$ cat src/rtl/interlaken_test_sequencer.sv
// Per-core run sequencer for an Interlaken example design: reset, lock, align,
// then NUM_ROUNDS send/receive rounds with per-stage timeouts and latency capture.
module interlaken_test_sequencer #(
  parameter int NUM_ROUNDS     = 2,
  parameter int RST_CYCLES     = 16,
  parameter int TIMEOUT_W      = 20,
  parameter int LAT_W          = 16,
  parameter int PM_TICK_PERIOD = 0
) (
  input  logic             init_clk,
  input  logic             clk_reset_n,
  input  logic             rx_gt_locked,
  input  logic             rx_aligned,
  input  logic             tx_done,
  input  logic             rx_done,
  input  logic             tx_busy,
  input  logic             rx_busy,
  input  logic             rx_failed,
  output logic             sys_reset,
  output logic             lbus_tx_rx_restart_in,
  output logic             s_axi_pm_tick,
  output logic [3:0]       state,
  output logic [3:0]       round_cnt,
  output logic [LAT_W-1:0] latency_cycles,
  output logic             latency_valid,
  output logic             test_done,
  output logic             test_pass,
  output logic [2:0]       fail_code
);

  typedef enum logic [3:0] {
    RESET_HOLD      = 4'd0,
    GT_LOCK_WAIT    = 4'd1,
    RX_ALIGN_WAIT   = 4'd2,
    PACKET_SEND     = 4'd3,
    PACKET_RECEIVE  = 4'd4,
    RESTART_WAIT    = 4'd5,
    TX_RX_RESTART   = 4'd6,
    BUSY_WAIT       = 4'd7,
    DONE_WAIT       = 4'd8,
    DONE            = 4'd9,
    FAIL            = 4'd10
  } state_t;

  localparam int               RST_W       = (RST_CYCLES > 1) ? $clog2(RST_CYCLES) : 1;
  localparam logic [RST_W-1:0] RST_LAST    = RST_W'(RST_CYCLES - 1);
  localparam logic [3:0]       ROUND_LAST  = 4'(NUM_ROUNDS);

  state_t               r_state;
  state_t               w_next;
  logic [2:0]           w_fail_next;
  logic [RST_W-1:0]     r_rst_cnt;
  logic [TIMEOUT_W-1:0] r_to_cnt;
  logic [LAT_W-1:0]     r_lat_cnt;
  logic [LAT_W-1:0]     r_latency;
  logic                 r_lat_valid;
  logic [3:0]           r_round;
  logic [2:0]           r_fail_code;
  logic                 w_to_expired;
  logic                 w_to_active;
  logic                 w_rx_fail_armed;
  logic                 w_rx_exit;
  logic                 w_both_idle;

  assign w_to_expired    = &r_to_cnt;
  assign w_both_idle     = !tx_busy && !rx_busy;
  assign w_rx_fail_armed = (r_state >= RX_ALIGN_WAIT) && (r_state <= DONE_WAIT);
  assign w_to_active     = (r_state != RESET_HOLD) && (r_state != TX_RX_RESTART) &&
                           (r_state != DONE) && (r_state != FAIL);
  assign w_rx_exit       = (r_state == PACKET_RECEIVE) && rx_done && !rx_failed;

  always_ff @(posedge init_clk or negedge clk_reset_n) begin
    if (!clk_reset_n) r_state <= RESET_HOLD;
    else              r_state <= w_next;
  end

  // Advance beats timeout within each state; rx_failed then overrides both.
  always_comb begin
    w_next      = r_state;
    w_fail_next = 3'd0;
    case (r_state)
      RESET_HOLD:     if (r_rst_cnt == RST_LAST) w_next = GT_LOCK_WAIT;
      GT_LOCK_WAIT:   if (rx_gt_locked) w_next = RX_ALIGN_WAIT;
                      else if (w_to_expired) begin w_next = FAIL; w_fail_next = 3'd1; end
      RX_ALIGN_WAIT:  if (rx_aligned) w_next = PACKET_SEND;
                      else if (w_to_expired) begin w_next = FAIL; w_fail_next = 3'd2; end
      PACKET_SEND:    if (tx_done) w_next = PACKET_RECEIVE;
                      else if (w_to_expired) begin w_next = FAIL; w_fail_next = 3'd3; end
      PACKET_RECEIVE: if (rx_done) w_next = ((r_round + 4'd1) == ROUND_LAST) ? DONE_WAIT : RESTART_WAIT;
                      else if (w_to_expired) begin w_next = FAIL; w_fail_next = 3'd4; end
      RESTART_WAIT:   if (w_both_idle) w_next = TX_RX_RESTART;
                      else if (w_to_expired) begin w_next = FAIL; w_fail_next = 3'd5; end
      TX_RX_RESTART:  w_next = BUSY_WAIT;
      BUSY_WAIT:      if (tx_busy && rx_busy) w_next = PACKET_SEND;
                      else if (w_to_expired) begin w_next = FAIL; w_fail_next = 3'd5; end
      DONE_WAIT:      if (w_both_idle) w_next = DONE;
                      else if (w_to_expired) begin w_next = FAIL; w_fail_next = 3'd5; end
      DONE:           w_next = DONE;
      FAIL:           w_next = FAIL;
      default:        w_next = FAIL;
    endcase
    if (w_rx_fail_armed && rx_failed) begin
      w_next      = FAIL;
      w_fail_next = 3'd6;
    end
  end

  always_comb begin
    state                 = r_state;
    sys_reset             = (r_state == RESET_HOLD);
    lbus_tx_rx_restart_in = (r_state == TX_RX_RESTART);
    test_done             = (r_state == DONE) || (r_state == FAIL);
    test_pass             = (r_state == DONE);
  end

  always_ff @(posedge init_clk or negedge clk_reset_n) begin
    if (!clk_reset_n)               r_rst_cnt <= '0;
    else if (r_state == RESET_HOLD) r_rst_cnt <= r_rst_cnt + RST_W'(1);
  end

  always_ff @(posedge init_clk or negedge clk_reset_n) begin
    if (!clk_reset_n)           r_to_cnt <= '0;
    else if (w_next != r_state) r_to_cnt <= '0;
    else if (w_to_active)       r_to_cnt <= r_to_cnt + TIMEOUT_W'(1);
  end

  // Loading 1 on entry makes the first SEND cycle count as one cycle of latency.
  always_ff @(posedge init_clk or negedge clk_reset_n) begin
    if (!clk_reset_n)
      r_lat_cnt <= '0;
    else if ((w_next == PACKET_SEND) && (r_state != PACKET_SEND))
      r_lat_cnt <= LAT_W'(1);
    else if (((r_state == PACKET_SEND) || (r_state == PACKET_RECEIVE)) && !(&r_lat_cnt))
      r_lat_cnt <= r_lat_cnt + LAT_W'(1);
  end

  always_ff @(posedge init_clk or negedge clk_reset_n) begin
    if (!clk_reset_n) begin
      r_latency   <= '0;
      r_lat_valid <= 1'b0;
      r_round     <= '0;
    end else begin
      r_lat_valid <= w_rx_exit;
      if (w_rx_exit) begin
        r_latency <= r_lat_cnt;
        r_round   <= r_round + 4'd1;
      end
    end
  end

  always_ff @(posedge init_clk or negedge clk_reset_n) begin
    if (!clk_reset_n)                             r_fail_code <= '0;
    else if ((w_next == FAIL) && (r_state != FAIL)) r_fail_code <= w_fail_next;
  end

  assign latency_cycles = r_latency;
  assign latency_valid  = r_lat_valid;
  assign round_cnt      = r_round;
  assign fail_code      = r_fail_code;

  generate
    if (PM_TICK_PERIOD > 0) begin : g_pm
      localparam int PM_W = (PM_TICK_PERIOD > 1) ? $clog2(PM_TICK_PERIOD) : 1;
      localparam logic [PM_W-1:0] PM_LAST = PM_W'(PM_TICK_PERIOD - 1);
      logic [PM_W-1:0] r_pm_cnt;
      logic            w_pm_wrap;

      assign w_pm_wrap = (r_pm_cnt == PM_LAST);

      always_ff @(posedge init_clk or negedge clk_reset_n) begin
        if (!clk_reset_n)   r_pm_cnt <= '0;
        else if (sys_reset) r_pm_cnt <= '0;
        else if (w_pm_wrap) r_pm_cnt <= '0;
        else                r_pm_cnt <= r_pm_cnt + PM_W'(1);
      end

      assign s_axi_pm_tick = w_pm_wrap && !sys_reset;
    end else begin : g_no_pm
      assign s_axi_pm_tick = 1'b0;
    end
  endgenerate

endmodule

$ cat config.mk
export PLATFORM = sky130hd
export DESIGN_NAME = interlaken_test_sequencer
export DESIGN_NICKNAME = d
export VERILOG_FILES = /design/src/rtl/interlaken_test_sequencer.sv
export SDC_FILE = /design/constraint.sdc
export NUM_CORES = 1
export LEC_CHECK = 0
export CAP_MARGIN = 20
export CORE_ASPECT_RATIO = 0.75
export CORE_MARGIN = 2
export CORE_UTILIZATION = 55
export DETAILED_ROUTE_END_ITERATION = 7
export HOLD_SLACK_MARGIN = 0.08
export PLACE_DENSITY = 0.88
export SETUP_SLACK_MARGIN = 0.05
export SLEW_MARGIN = 20
export SYNTH_ARGS = -nofsm -noshare
export SYNTH_HDL_FRONTEND = slang
export SYNTH_SLANG_ARGS = --single-unit
$ cat constraint.sdc
create_clock -name init_clk -period 3.97 [get_ports init_clk]
set_input_delay 0.794 -clock init_clk [delete_from_list [all_inputs] [get_ports init_clk]]
set_output_delay 0.794 -clock init_clk [all_outputs]
set_load 0.02 [all_outputs]
==> run summary <==
Outcome = complete, no violations
CP Capture Type = output pin
Worst slew pin tran = 0.865 ns
Fillers = 582
CORE AREA = 0.00740 mm2
Area delta synth->final = 13.7%
Mapped Area = 0.00424 mm2
Fmax = 0.297 GHz
Initial DRC count = 413
Worst hold path class = flip-flop to flip-flop
Non-filler cells, final = 573
Initial Util = 57.2%
Setup WS post-layout = 0.603 ns
Post-synth EDFFs = 0
GRT Total Usage = 25.7%
Synth Warn # = 0
CP Launch Type = flip-flop
CTS clk-pin slew, worst paths = 0.08 ns
Pre-CTS setup slack = 0.736 ns
Max-Slew Margin vs Limit = 42.3%
Final instance area = 0.00482 mm2
Combinational power share = 11.2%
Synthesized flop and latch total = 68
# DRC = 0
H-Tree Depth = 3
Clock sink count = 68
Reg power frac = 51.0%
Beginning of the worst hold path = latency_cycles[15]$_DFFE_PN0P_
Final setup vio count = 0
DRT antenna net count = 0
Share of cells above drive strength 1 = 17.2%
Avg Synthesized Cell Area = 9.78 um2
Syn nets = 447
VDD IR max = 0.244 mV
Placed Instances = 557
Global-route wire length before repair = 17,100 um
Post-synth ARST share = 100%
DP Wirelength = 7090 um
Sw Ratio = 27.3%
Placed cell area = 0.00463 mm2
Cts bufs inserted = 9
WL/cell = 17.8 um
Required @ worst endpoint = 3.18 ns
Worst Skew = 0.00706 ns
Routability congestion estimate = 0.992
Leakage power = 2.03 nW
Row cnt = 27
Final wirelength = 10,200 um
Clock Power Share = 37.8%
Final Hold Violating Endpoints = 0
WHS Path Cells = 2
NetSw = 411 uW
DR vias/cell = 6.20
Total chip power = 1.51 mW
Post-layout minimum cycle time = 3.37 ns
Most frequent cells in the layout = nand2_1 (72), dfrtp_1 (68), clkdlybuf4s50_1 (39), nand3_1 (24)
Via count = 3,550
# resized after CTS = 0
Worst flop-to-flop path startpoint = state[3]$_DFF_PN0_
Final Max Tran Viols = 0
Chip height = 80.0 um
R2R Path End = r_to_cnt[15]$_DFFE_PN0P_
FF-to-FF path depth = 7
Drt first pass iters = 6
Largest net degree at the start of global routing = 69
Register area share after synthesis = 40.2%
Pwr/cell area = 313 mW/mm2
Syn Inst Count = 433
Flop-to-flop setup slack = 1.05 ns
Hold path endpoint = latency_cycles[15]$_DFFE_PN0P_
Worst-path fanout max = 24
Period Utilization, post-route = 84.8%
Synth Flop Type = dfrtp_1
Power Internal = 1.09 mW
I/O Buffers = 40
Final net count = 481
Min Hold Slack = 0.476 ns
TritonCTS clock tree = done
Clk_lat worst skew = 0.35 ns
Post-synth cell types = 74
Grt total ovfl = 0
# IOs = 42
Crit Path Class = flip-flop to output pin
CTS Buffer Depth = 2
Final Util = 65.1%
Unrepaired setup endpoints after global routing = no
Number of global-route vias before repair = 3,383
Die area = 0.00843 mm2
Ant diodes = 0
Root Driver = clkbuf_8
Hold buffers post-CTS = 0
Antenna violations before repair = 0
Chip Width = 105 um
Post-route setup TNS = 0 ns
Max-cap violations = 0
Commonest non-fill, non-tap cell in the layout = nand2_1
Setup bufs post-CTS = 0
CP arrival = 2.57 ns
## sequential cells by signal (all words and copies together) (netlist names)
signal,flops
r_lat_cnt,16
r_to_cnt,20
state,4
round_cnt,4
fail_code,3
latency_valid,1
r_rst_cnt,4
latency_cycles,16
## cells in the mapped netlist, types with 3 or more instances
library cell	n	area, um2
nand3_1	24	120
xor2_1	21	184
and3_1	8	50.1
inv_1	8	30.0
mux2i_1	6	60.1
or2_2	4	25.0
a31oi_1	6	37.5
a31oi_2	9	113
buf_4	9	67.6
o31ai_1	4	30.0
a211oi_2	3	37.5
dfrtp_1	68	1700
nor4_2	21	263
clkbuf_1	3	11.3
o211ai_1	4	30.0
buf_6	7	78.8
nor2b_1	4	25.0
nor3_1	8	40.0
a21oi_1	7	35.0
nand2b_1	4	25.0
and4_1	3	26.3
o21ai_0	9	45.0
ha_1	5	62.6
xnor2_1	16	140
and2_1	6	37.5
nor2_1	18	67.6
nand2_1	72	270
nor4_1	3	18.8
buf_2	3	15.0
nand4_1	11	68.8
## power by group through the flow
stage | combinational, mW | clock (mW) | sequential (mW)
global route | 0.186 | 0.604 | 0.774
CTS | 0.170 | 0.576 | 0.767
floorplan | 0.0785 | 0 | 0.788
detailed placement | 0.169 | 0 | 0.779
global placement | 0.161 | 0 | 0.777
finish | 0.168 | 0.569 | 0.768
## logic make-up (layout without fill, tap and decap cells)
| logic type | Yosys count | count (layout) | share of synthesized area (%) |
|---|---|---|---|
| AOI/OAI and AO/OA | 65 | 65 | 12.6 |
| xor gates and xnor gates | 37 | 37 | 7.65 |
| adders and majority gates | 5 | 5 | 1.48 |
| buffers and inverters | 35 | 74 | 5.38 |
| DFF | 68 | 68 | 40.2 |
| muxes | 7 | 7 | 1.68 |
| other | 1 | 1 | 0.0885 |
| and+or+nand+nor | 215 | 215 | 30.9 |
## layout make-up
| type | instances | area, um2 | area share [%] |
|---|---|---|---|
| multi-input combinational | 330 | 2310 | 47.9 |
| sequential | 68 | 1700 | 35.3 |
| timing repair buffer | 46 | 440 | 9.14 |
| clock buffer | 10 | 128 | 2.65 |
| tap | 101 | 126 | 2.62 |
| clock inverter | 6 | 63.8 | 1.32 |
| inverter | 12 | 47.5 | 0.987 |
## critical path, cell delays in order, from the launching register on
cell and delay, ns:
dfrtp_1 0.85, or4bb_1 0.59, inv_1 0.13, clkdlybuf4s50_1 0.63
## worst max path at each step
stage	start	end	slack, ns	cells after the start
6_report	state[1]$_DFF_PN0_	lbus_tx_rx_restart_in	0.60	3
5_1_grt	state[1]$_DFF_PN0_	lbus_tx_rx_restart_in	0.52	3
4_1_cts	state[1]$_DFF_PN0_	lbus_tx_rx_restart_in	0.63	3
3_5_place_dp	tx_busy	r_to_cnt[15]$_DFFE_PN0P_	0.74	8
3_3_place_gp	rx_failed	r_lat_cnt[15]$_DFFE_PN0P_	0.87	7
2_1_floorplan	round_cnt[0]$_DFFE_PN0P_	r_to_cnt[18]$_DFFE_PN0P_	1.55	7
## layer usage
metal  vias up  wire length, um  GRT usage, %
li1       1626                -             -
met1      1705             4440          35.7
met2       190             4680          40.1
met3        29              871          4.82
met4         0              229          9.47
met5         -                0             0
No activity file was read; power rests on OpenSTA's default activity.
